### config.mk
export PLATFORM = sky130hd
export DESIGN_NAME = bus_blitter
export DESIGN_NICKNAME = d
export VERILOG_FILES = /design/src/rtl/bus_blitter.sv
export SDC_FILE = /design/constraint.sdc
export NUM_CORES = 1
export LEC_CHECK = 0
export ABC_AREA = 1
export CAP_MARGIN = 10
export CORE_ASPECT_RATIO = 1.25
export CORE_UTILIZATION = 25
export DETAILED_ROUTE_END_ITERATION = 7
export PLACE_DENSITY = 0.4
export REMOVE_ABC_BUFFERS = 1
export SYNTH_ARGS = -nofsm -noshare
export SYNTH_HDL_FRONTEND = slang
export SYNTH_SLANG_ARGS = --single-unit
### constraint.sdc
create_clock -name clk -period 2.8 [get_ports clk]
set_input_delay 0.42 -clock clk [delete_from_list [all_inputs] [get_ports clk]]
set_output_delay 0.42 -clock clk [all_outputs]
set_load 0.01 [all_outputs]
### src/rtl/bus_blitter.sv
// Rectangular word-copy bus master for the MIO bus: reads a source rectangle and writes it to a destination.
// Optional transparent-colour skipping is enabled with `define BLIT_COLORKEY_EN.
module bus_blitter #(
    parameter int DIM_W  = 10,
    parameter int RD_LAT = 1
) (
    input  logic             clk,
    input  logic             rst,
    input  logic             start,
    input  logic [31:0]      src_base,
    input  logic [31:0]      dst_base,
    input  logic [DIM_W-1:0] blk_w,
    input  logic [DIM_W-1:0] blk_h,
    input  logic [15:0]      src_stride,
    input  logic [15:0]      dst_stride,
    input  logic [11:0]      key_color,
    input  logic             bus_grant,
    input  logic             bus_ready,
    input  logic [31:0]      bus_rdata,
    output logic             bus_req,
    output logic [31:0]      bus_addr,
    output logic [31:0]      bus_wdata,
    output logic             bus_we,
    output logic             busy,
    output logic             done
);
    localparam logic [2:0] S_IDLE = 3'd0;
    localparam logic [2:0] S_REQ  = 3'd1;
    localparam logic [2:0] S_RD   = 3'd2;
    localparam logic [2:0] S_WR   = 3'd3;
    localparam logic [2:0] S_NEXT = 3'd4;
    localparam logic [2:0] S_DONE = 3'd5;

    logic [2:0]       state_reg;
    logic [31:0]      src_row_reg, dst_row_reg, src_ptr_reg, dst_ptr_reg;
    logic [DIM_W-1:0] col_reg, row_reg, w_reg, h_reg;
    logic [15:0]      ss_reg, ds_reg;
    logic [1:0]       rd_cnt_reg;
    logic             bus_req_reg, bus_we_reg, busy_reg, done_reg;
    logic [31:0]      bus_addr_reg, wdata_reg;

    logic             last_col, last_row, keyed;
    logic [31:0]      src_row_next, dst_row_next, src_adv, dst_adv;

    always_comb begin
        last_col     = (col_reg == w_reg - DIM_W'(1));
        last_row     = (row_reg == h_reg - DIM_W'(1));
        src_row_next = src_row_reg + {14'd0, ss_reg, 2'b00};
        dst_row_next = dst_row_reg + {14'd0, ds_reg, 2'b00};
        src_adv      = last_col ? src_row_next : src_ptr_reg + 32'd4;
        dst_adv      = last_col ? dst_row_next : dst_ptr_reg + 32'd4;
    end

`ifdef BLIT_COLORKEY_EN
    logic [11:0] key_reg;
    // Decided on the word being captured so the write strobe is correct on WR entry.
    assign keyed = (bus_rdata[11:0] == key_reg);
`else
    logic key_unused;
    assign key_unused = ^key_color;
    assign keyed      = 1'b0;
`endif

    always_ff @(posedge clk) begin
        if (!rst) begin
            state_reg    <= S_IDLE;
            src_row_reg  <= '0;
            dst_row_reg  <= '0;
            src_ptr_reg  <= '0;
            dst_ptr_reg  <= '0;
            col_reg      <= '0;
            row_reg      <= '0;
            w_reg        <= '0;
            h_reg        <= '0;
            ss_reg       <= '0;
            ds_reg       <= '0;
            rd_cnt_reg   <= '0;
            bus_req_reg  <= 1'b0;
            bus_we_reg   <= 1'b0;
            busy_reg     <= 1'b0;
            done_reg     <= 1'b0;
            bus_addr_reg <= '0;
            wdata_reg    <= '0;
`ifdef BLIT_COLORKEY_EN
            key_reg      <= '0;
`endif
        end else begin
            done_reg <= 1'b0;
            case (state_reg)
                S_IDLE: begin
                    if (start) begin
                        src_row_reg <= {src_base[31:2], 2'b00};
                        src_ptr_reg <= {src_base[31:2], 2'b00};
                        dst_row_reg <= {dst_base[31:2], 2'b00};
                        dst_ptr_reg <= {dst_base[31:2], 2'b00};
                        w_reg       <= blk_w;
                        h_reg       <= blk_h;
                        ss_reg      <= src_stride;
                        ds_reg      <= dst_stride;
                        col_reg     <= '0;
                        row_reg     <= '0;
                        busy_reg    <= 1'b1;
`ifdef BLIT_COLORKEY_EN
                        key_reg     <= key_color;
`endif
                        if (blk_w == '0 || blk_h == '0) begin
                            state_reg <= S_DONE;
                            done_reg  <= 1'b1;
                        end else begin
                            bus_req_reg <= 1'b1;
                            state_reg   <= S_REQ;
                        end
                    end
                end
                S_REQ: begin
                    if (bus_grant) begin
                        state_reg    <= S_RD;
                        bus_addr_reg <= src_ptr_reg;
                        rd_cnt_reg   <= '0;
                    end
                end
                S_RD: begin
                    // Losing the grant or a stall restarts the latency count on the same address.
                    if (!bus_grant) begin
                        state_reg  <= S_REQ;
                        rd_cnt_reg <= '0;
                    end else if (!bus_ready) begin
                        rd_cnt_reg <= '0;
                    end else if (rd_cnt_reg == 2'(RD_LAT - 1)) begin
                        wdata_reg    <= bus_rdata;
                        bus_addr_reg <= dst_ptr_reg;
                        bus_we_reg   <= !keyed;
                        state_reg    <= S_WR;
                    end else begin
                        rd_cnt_reg <= rd_cnt_reg + 2'd1;
                    end
                end
                S_WR: begin
                    if (bus_ready && bus_grant) begin
                        bus_we_reg <= 1'b0;
                        state_reg  <= S_NEXT;
                    end
                end
                S_NEXT: begin
                    if (last_col && last_row) begin
                        state_reg <= S_DONE;
                        done_reg  <= 1'b1;
                    end else begin
                        src_ptr_reg <= src_adv;
                        dst_ptr_reg <= dst_adv;
                        if (last_col) begin
                            col_reg     <= '0;
                            row_reg     <= row_reg + DIM_W'(1);
                            src_row_reg <= src_row_next;
                            dst_row_reg <= dst_row_next;
                        end else begin
                            col_reg <= col_reg + DIM_W'(1);
                        end
                        if (bus_grant) begin
                            state_reg    <= S_RD;
                            bus_addr_reg <= src_adv;
                            rd_cnt_reg   <= '0;
                        end else begin
                            state_reg <= S_REQ;
                        end
                    end
                end
                S_DONE: begin
                    bus_req_reg <= 1'b0;
                    busy_reg    <= 1'b0;
                    state_reg   <= S_IDLE;
                end
                default: state_reg <= S_IDLE;
            endcase
        end
    end

    assign bus_req   = bus_req_reg;
    assign bus_addr  = bus_addr_reg;
    assign bus_wdata = wdata_reg;
    assign bus_we    = bus_we_reg;
    assign busy      = busy_reg;
    assign done      = done_reg;
endmodule

==> results of run 1 <==
metal layers:
metal | track usage | wire (µm) | up-vias
li1 | - | - | 10500
met3 | 0.0283 | 3120 | 120
met4 | 0.0715 | 2760 | 2
met1 | 0.239 | 32800 | 8977
met2 | 0.347 | 36500 | 399
met5 | 0 | 12 | -
cell usage after synthesis, drive strengths merged:
| library cell | number |
|---|---|
| nand2 | 1162 |
| nor2 | 533 |
| inv | 394 |
| dfxtp | 268 |
| nand3 | 185 |
| a21oi | 134 |
| o21ai | 84 |
| nand4 | 81 |
| xor2 | 74 |
| clkbuf | 70 |
| buf | 62 |
| nor3 | 55 |
| ha | 39 |
| o22ai | 30 |
| nand3b | 14 |
| nor4 | 14 |
| xnor2 | 9 |
| or2 | 7 |
| a31oi | 5 |
| and2 | 5 |
| o21bai | 5 |
| a211oi | 2 |
| a21boi | 2 |
| a221oi | 2 |
| clkinv | 2 |
| fa | 2 |
| nor3b | 2 |
| and3 | 1 |
| nand2b | 1 |
| o211a | 1 |
| o21a | 1 |
critical path, stage by stage, from the launching register on:
cell and delay [ns]:
dfxtp_1 0.36, inv_2 0.05, ha_1 0.31, nand2_1 0.08
nand2_1 0.06, nor2_2 0.15, nand3_1 0.09, nor2_1 0.10
nand2_1 0.06, nor2_1 0.14, nand3_2 0.14, nand2_4 0.20
nand3_4 0.11, buf_4 0.18, clkbuf_16 0.21, nor2_1 0.16
nor2_1 0.06
final timing paths:
kind | from | endpoint | slack [ns]
setup / recovery | w_reg[0] | src_row_reg[7] | 0.21
hold reg to reg | dst_ptr_reg[0] | dst_ptr_reg[0] | 0.43
setup reg to reg | w_reg[0] | src_row_reg[7] | 0.21
hold / removal | rst | bus_addr[3] | 0.20
power by group:
part / switching [W] / internal, W
combinational: 0.00740 / 0.00416
sequential: 0.00107 / 0.00509
clock: 0.00198 / 0.00264
through the flow:
| step | setup TNS [ns] | cell area (µm²) | hold slack (ns) |
|---|---|---|---|
| finish | 0 | 23300 | 0.195 |
| global route | -0.370 | 23300 | 0.190 |
| CTS | 0 | 23200 | 0.157 |
| detailed placement | 0 | 22000 | 0.420 |
| global placement | 0 | 22000 | 0.419 |
| floorplan | -483.37 | 17900 | 0.408 |
timing repair:
item / in CTS / in global routing
resized for setup: 0 / 10
setup buffers: 0 / 6
setup endpoints to repair: 0 / 139
cell type report:
| type | instances | area, µm² |
|---|---|---|
| clock buffer | 52 | 1020 |
| clock inverter | 9 | 105 |
| fill | 8369 | 50000 |
| inverter | 396 | 1490 |
| multi-input combinational | 2450 | 11200 |
| sequential | 268 | 5370 |
| tap | 960 | 1200 |
| timing repair buffer | 287 | 2970 |
kinds of logic (layout without fill, tap and decap cells):
family,Yosys count,after routing
AND/OR/NAND/NOR,2060,2060
buffers and inverters,528,744
flip-flops,268,268
AO/OA/AOI/OAI,266,266
XOR/XNOR,83,83
adder cells (fa/ha/maj),41,41
==> flow_metrics.py, run 1 <==
metrics = {
    "yosys": {
        "ys_warn_count": 0,
        "synth_cell_types": 43,
        "synth-seq-area-share": 0.289,
        "synth_seq_cells": 268,
        "muxShareOfSynthArea": 0,
        "synth_top_area_frac": 0.289,
        "synthXorXnorAreaFrac": 0.0392,
        "avgSynthCellArea_um2": 5.71,
        "yosys.area_share.simple": 0.454,
        "synth_compound_area_frac": 0.0764,
        "netlist_top_cells_area": "dfxtp_1 (29%), nand2_1 (23%), nor2_1 (11%)",
        "synth_adder_area_share": 0.0285,
        "synth_top_area_cell": "dfxtp_1",
        "synth_top_family_by_area": "simple AND/OR/NAND/NOR gates",
        "synthCells": 3246,
        "synth_area_mm2": 0.0185,
    },
    "placement": {
        "dp_slack_ns": 0.125,
        "dpl.hpwl_um": 56600,
        "gp_congestion": 0.891,
        "place_inst": 4353,
        "port_buffers": 216,
    },
    "flow_run": {
        "maxCapViolations": 0,
    },
    "critical_path": {
        "worstPathMaxFanout": 30,
        "critPathCaptureType": "flop",
        "cp.arrival_ns": 3.05,
        "required_ns": 3.26,
        "r2r.worst_path.cells": 16,
        "critPathLaunchType": "flop",
        "path_class": "flop to flop",
    },
    "detailed_routing": {
        "finalWirelength_um": 75200,
        "drtAntennaViolNets": 0,
        "drc": 0,
        "drtIter0Drc": 1040,
        "drt_pre_antenna_iters": 6,
        "via_per_inst": 4.52,
        "num_vias": 20000,
        "wl_per_cell_um": 17.0,
    },
    "cells_and_area": {
        "post-route-util": 0.318,
        "drive_gt1_frac": 0.0474,
        "area_delta_synth_final_pct": 25.7,
        "mostFrequentLayoutCell": "nand2_1",
        "finalNonFillerCells": 4422,
        "final_nets": 3645,
        "layout_common_cells": "nand2_1 (1155), nor2_1 (524), inv_1 (384)",
        "antenna_cells": 0,
    },
    "cts": {
        "cts.sinks": 268,
        "cts_made_buffers": 36,
        "cts_htree_levels": 2,
        "cts_tree": "built",
        "root_buffer": "clkbuf_16",
        "cts_buffer_depth": 3,
        "clk_latency_ns": 0.57,
        "holdBufCountCts": 0,
        "path_clk_slew_ns": 0.06,
    },
    "timing": {
        "hold_viol": 0,
        "period_share": 0.926,
        "maxSlewHeadroom": 0.615,
        "setup_slack_ns": 0.208,
        "finalCriticalPeriod_ns": 2.59,
        "worstMarginPinSlew_ns": 0.574,
        "drv_slew": 0,
        "rsz0062_at_grt": "yes",
        "fmaxAchievable_mhz": 386,
        "finalSetupViolCount": 0,
        "fin_worst_skew_ns": 0.0269,
    },
    "die": {
        "die_y_um": 307,
        "design.die.area_mm2": 0.0753,
        "ioPinCount": 233,
        "core_mm2": 0.0733,
        "rows": 111,
        "initial_core_util": 0.253,
        "chipWidth_um": 246,
    },
    "global_route": {
        "overflow": 0,
        "grt_pass1_vias": 20100,
        "grt_pass1_wl_um": 115000,
        "grt_antenna_before_repair": 1,
        "grtUsageTotal": 0.196,
        "grt_max_degree": 93,
    },
    "worst_hold_path": {
        "hold_class": "input pin to flop",
        "min_path_cells": 3,
    },
    "power_and_ir_drop": {
        "power_density_mw_per_mm2": 958,
        "ir_worst_vdd_mv": 0.400,
        "p_total_w": 0.0223,
        "p_leak_nw": 11.1,
    },
    "status": {
        "outcome": "complete, no violations",
    },
}
(Power assumes the default switching activity.)
==> run 2, diff against run 1 <==
--- a/config.mk
+++ b/config.mk
@@ -10,6 +10,7 @@
 export CORE_ASPECT_RATIO = 1.25
 export CORE_UTILIZATION = 25
 export DETAILED_ROUTE_END_ITERATION = 7
+export GPL_TIMING_DRIVEN = 0
 export PLACE_DENSITY = 0.4
 export REMOVE_ABC_BUFFERS = 1
 export SYNTH_ARGS = -nofsm -noshare
==> flow_metrics.py, run 2 (synthesis results as in run 1) <==
metrics = {
    "detailed_routing": {
        "via_per_inst": 4.58,
        "drtIter0Drc": 1064,
        "wl_per_cell_um": 18.5,
        "drtAntennaViolNets": 0,
        "drt_pre_antenna_iters": 6,
        "drc": 0,
        "finalWirelength_um": 82000,
        "num_vias": 20200,
    },
    "power_and_ir_drop": {
        "intPower_w": 0.0127,
        "p_leak_nw": 11.2,
        "power_density_mw_per_mm2": 1000,
        "p_clk_frac": 0.213,
        "p_total_w": 0.0241,
        "seqPwrFrac": 0.256,
        "switching_power_w": 0.0114,
        "swShare": 0.473,
        "combPwrFrac": 0.531,
        "ir_worst_vdd_mv": 0.415,
    },
    "cts": {
        "cts_made_buffers": 37,
        "cts_buffer_depth": 3,
        "root_buffer": "clkbuf_16",
        "path_clk_slew_ns": 0.06,
        "cts.sinks": 268,
        "holdBufCountCts": 0,
        "cts_htree_levels": 2,
        "cts_tree": "built",
        "clk_latency_ns": 0.57,
    },
    "global_route": {
        "grt_use_met2": 0.388,
        "use_met3": 0.0282,
        "grt_antenna_before_repair": 0,
        "busiest_layer": "met2",
        "grtUsageTotal": 0.212,
        "grt_max_degree": 110,
        "grt_use_met1": 0.254,
        "overflow": 0,
        "grt_pass1_vias": 20400,
        "grt_pass1_wl_um": 122000,
    },
    "critical_path": {
        "r2r_slack_ns": 0.12,
        "r2r-end": "bus_addr[18]",
        "critPathLaunchType": "flop",
        "worstPathMaxFanout": 49,
        "critPathCaptureType": "flop",
        "required_ns": 3.25,
        "r2r.worst_path.cells": 9,
        "cp.arrival_ns": 3.13,
        "r2r-start": "state_reg[1]",
        "path_class": "flop to flop",
    },
    "timing": {
        "worstMarginPinSlew_ns": 0.930,
        "fmaxAchievable_mhz": 373,
        "maxSlewHeadroom": 0.375,
        "fin_worst_skew_ns": 0.0212,
        "period_share": 0.956,
        "rsz0062_at_grt": "no",
        "drv_slew": 0,
        "hold_viol": 0,
        "setup_tns_ns": 0,
        "finalCriticalPeriod_ns": 2.68,
        "finalSetupViolCount": 0,
    },
    "placement": {
        "placed_area_mm2": 0.0216,
        "dpl.hpwl_um": 55300,
        "port_buffers": 216,
        "place_inst": 4299,
        "gp_congestion": 0.878,
    },
    "flow_run": {
        "maxCapViolations": 0,
    },
    "die": {
        "die_y_um": 307,
        "ioPinCount": 233,
        "initial_core_util": 0.253,
        "rows": 111,
        "chipWidth_um": 246,
        "design.die.area_mm2": 0.0753,
        "core_mm2": 0.0733,
    },
    "cells_and_area": {
        "layout_common_cells": "nand2_1 (1146), nor2_1 (504), inv_1 (380)",
        "area_delta_synth_final_pct": 29.7,
        "mostFrequentLayoutCell": "nand2_1",
        "final_area_mm2": 0.0241,
        "antenna_cells": 0,
        "final_nets": 3649,
        "finalNonFillerCells": 4425,
        "drive_gt1_frac": 0.0612,
    },
    "worst_hold_path": {
        "hp-start": "rst",
        "min_path_cells": 3,
        "hold_class": "input pin to flop",
        "hold_end": "bus_wdata[2]",
    },
    "status": {
        "outcome": "complete, no violations",
    },
}
## run 2: layout make-up
cell class	instances	area [µm²]
Fill cell	8421	49300
Multi-Input combinational cell	2464	11700
Sequential cell	268	5370
Timing Repair Buffer	275	3040
Inverter	396	1520
Tap cell	960	1200
Clock buffer	52	1080
Clock inverter	9	179
Timing Repair inverter	1	7.51
## run 2: layer usage
layer,share of wire,routed length (µm)
met3,0.039,3200
met4,0.027,2190
met2,0.51,41600
met5,0,0
met1,0.43,35000
## run 2: what timing repair did
| action | in CTS | in global routing |
|---|---|---|
| pin swaps | 13 | 12 |
| setup endpoints to repair | 245 | 212 |
| gates resized for setup | 62 | 31 |
| buffers inserted | 26 | 17 |
| cloned | 14 | 8 |
## run 2: worst max-delay path by stage
stage | from | to | cells past startpoint
after floorplan | state_reg[1] | bus_addr[28] | 7
after global placement | rst | bus_we | 3
after detailed placement | state_reg[2] | bus_addr[4] | 8
after CTS | w_reg[0] | bus_addr[22] | 15
after global routing | w_reg[1] | dst_row_reg[21] | 17
final | state_reg[1] | bus_addr[18] | 9
## run 2: worst max-delay path: stages, from the launching register on
cell      delay [ns]
dfxtp_1         0.50
nor2_2          0.15
nand2_8         0.35
nand2_8         0.25
a221oi_4        0.36
buf_4           0.26
buf_8           0.19
nand4_1         0.10
nor2_1          0.28
nor2_1          0.07
## run 2: per-stage QoR
step,util,worst slack [ns],hold WS (ns)
floorplan,-,-3.09,0.408
global placement,0.291,-11.07,0.419
detailed placement,0.295,-2.45,0.424
CTS,0.322,-0.0413,0.347
global route,0.328,0.00433,0.382
finish,0.328,0.122,0.325
## run 2: power by group through the flow
stage               logic (W)  registers, W  clock network [W]
floorplan             0.00708       0.00601                  0
detailed placement     0.0110       0.00621                  0
global route           0.0143       0.00634            0.00543
finish                 0.0128       0.00616            0.00512
global placement       0.0103       0.00605                  0
CTS                    0.0122       0.00616            0.00530
==> run 3, diff against run 2 <==
--- a/config.mk
+++ b/config.mk
@@ -16,3 +16,4 @@
 export SYNTH_ARGS = -nofsm -noshare
 export SYNTH_HDL_FRONTEND = slang
 export SYNTH_SLANG_ARGS = --single-unit
+export TNS_END_PERCENT = 1
==> flow_metrics.py, run 3 (synthesis results as in run 1) <==
metrics = {
    "worst_hold_path": {
        "hold_class": "input pin to flop",
        "min_path_cells": 3,
        "hp-start": "rst",
    },
    "cells_and_area": {
        "area_delta_synth_final_pct": 29.6,
        "antenna_cells": 0,
        "mostFrequentLayoutCell": "nand2_1",
        "finalNonFillerCells": 4421,
        "final_nets": 3645,
        "drive_gt1_frac": 0.0601,
        "post-route-util": 0.328,
        "layout_common_cells": "nand2_1 (1146), nor2_1 (507), inv_1 (379)",
        "fillCellCount": 8414,
    },
    "detailed_routing": {
        "routed.top_layer": "met4",
        "drtIter0Drc": 1094,
        "met2_length_um": 41600,
        "via_per_inst": 4.58,
        "met3WireLength_um": 3140,
        "num_vias": 20200,
        "wl_per_cell_um": 18.7,
        "drc": 0,
        "drtAntennaViolNets": 0,
        "finalWirelength_um": 82500,
        "drt_pre_antenna_iters": 5,
        "drt-met1-wl_um": 35500,
    },
    "placement": {
        "dpl.hpwl_um": 55300,
        "gp_congestion": 0.878,
        "place_inst": 4299,
        "port_buffers": 216,
    },
    "cts": {
        "cts_tree": "built",
        "clk_latency_ns": 0.57,
        "root_buffer": "clkbuf_16",
        "cts_made_buffers": 37,
        "cts_htree_levels": 2,
        "cts_buffer_depth": 3,
        "cts.sinks": 268,
        "path_clk_slew_ns": 0.06,
        "holdBufCountCts": 0,
    },
    "critical_path": {
        "startpoint": "state_reg[1]",
        "required_ns": 3.24,
        "critPathLaunchType": "flop",
        "r2r-start": "state_reg[1]",
        "r2r.worst_path.cells": 9,
        "worstPathMaxFanout": 49,
        "path_class": "flop to flop",
        "critPathCaptureType": "flop",
        "cp.arrival_ns": 3.12,
        "path_cells": "nor2_2, nand2_8, nand2_8, a221oi_4, buf_4, buf_8, nand4_1, nor2_1, nor2_1",
        "cpMaxStageDelayCell": "dfxtp_1",
        "max_stage_delay_ns": 0.51,
    },
    "timing": {
        "hold_viol": 0,
        "fmaxAchievable_mhz": 373,
        "fin_worst_skew_ns": 0.0232,
        "worstMarginPinSlew_ns": 0.922,
        "finalCriticalPeriod_ns": 2.68,
        "setup_tns_ns": 0,
        "maxSlewHeadroom": 0.381,
        "drv_slew": 0,
        "period_share": 0.958,
        "rsz0062_at_grt": "yes",
        "finalSetupViolCount": 0,
    },
    "global_route": {
        "grt_antenna_before_repair": 0,
        "grt_max_degree": 110,
        "grt_pass1_vias": 20400,
        "grtUsageTotal": 0.210,
        "overflow": 0,
        "grt_pass1_wl_um": 122000,
    },
    "die": {
        "core_mm2": 0.0733,
        "chipWidth_um": 246,
        "ioPinCount": 233,
        "design.die.area_mm2": 0.0753,
        "die_y_um": 307,
        "initial_core_util": 0.253,
        "rows": 111,
    },
    "power_and_ir_drop": {
        "power_density_mw_per_mm2": 1010,
        "ir_worst_vdd_mv": 0.447,
        "p_leak_nw": 11.2,
    },
    "flow_run": {
        "maxCapViolations": 0,
    },
    "status": {
        "outcome": "complete, no violations",
    },
}
[run 3: changes by cell type in the layout (fill, tap and decap cells not counted), moves of 2 or more]
cell,previous run,this run
nor2_1,504,507
nor2_2,17,14
clkbuf_16,43,45
buf_4,26,22
[run 3: routing by layer]
metal	vias up	track usage
li1	10500	-
met1	9203	0.253
met2	393	0.384
met3	102	0.0286
met4	0	0.0612
met5	-	0
[run 3: per-stage QoR]
stage	area (µm²)	power, W	hold slack [ns]	worst slack, ns
6_report	24000	0.0242	0.333	0.117
5_1_grt	24000	0.0262	0.387	-0.0216
4_1_cts	23500	0.0235	0.347	-0.0812
3_5_place_dp	21600	0.0172	0.424	-2.45
3_3_place_gp	21300	0.0163	0.419	-11.07
2_1_floorplan	17900	0.0131	0.408	-3.09
[run 3: area by class of cell]
cell class	count	area, µm²	share of cell area
repair buffers	271	3020	0.126
well taps	960	1200	0.0500
inverters	396	1520	0.0632
repair inverters	1	7.51	0.000312
clock inverters	9	179	0.00745
flip-flops and latches	268	5370	0.223
multi-input cells	2464	11700	0.485
clock buffers	52	1080	0.0452
[run 3: worst paths after layout]
check | endpoint | slack (ns)
setup / recovery | bus_addr[20] | 0.12
hold / removal | bus_wdata[2] | 0.33
setup reg to reg | bus_addr[20] | 0.12
hold reg to reg | dst_ptr_reg[0] | 0.43
[run 3: repair_timing]
action	CTS	global route
pin swaps	11	16
buffers inserted	19	19
endpoints found under the hold margin	0	0
endpoints found under the setup margin	245	204
gates cloned	13	10
gates resized for setup	58	34
[run 3: power by group]
group	switching, W	internal [W]
registers	0.00107	0.00509
clock network	0.00197	0.00314
logic	0.00840	0.00450
[run 3: worst max-delay path: cells and delay by family (launching register included)]
family | cells | cell delay (ns)
AND/OR/NAND/NOR | 6 | 1.21
AO/OA/AOI/OAI | 1 | 0.36
buffers and inverters | 2 | 0.45
flip-flops | 1 | 0.51
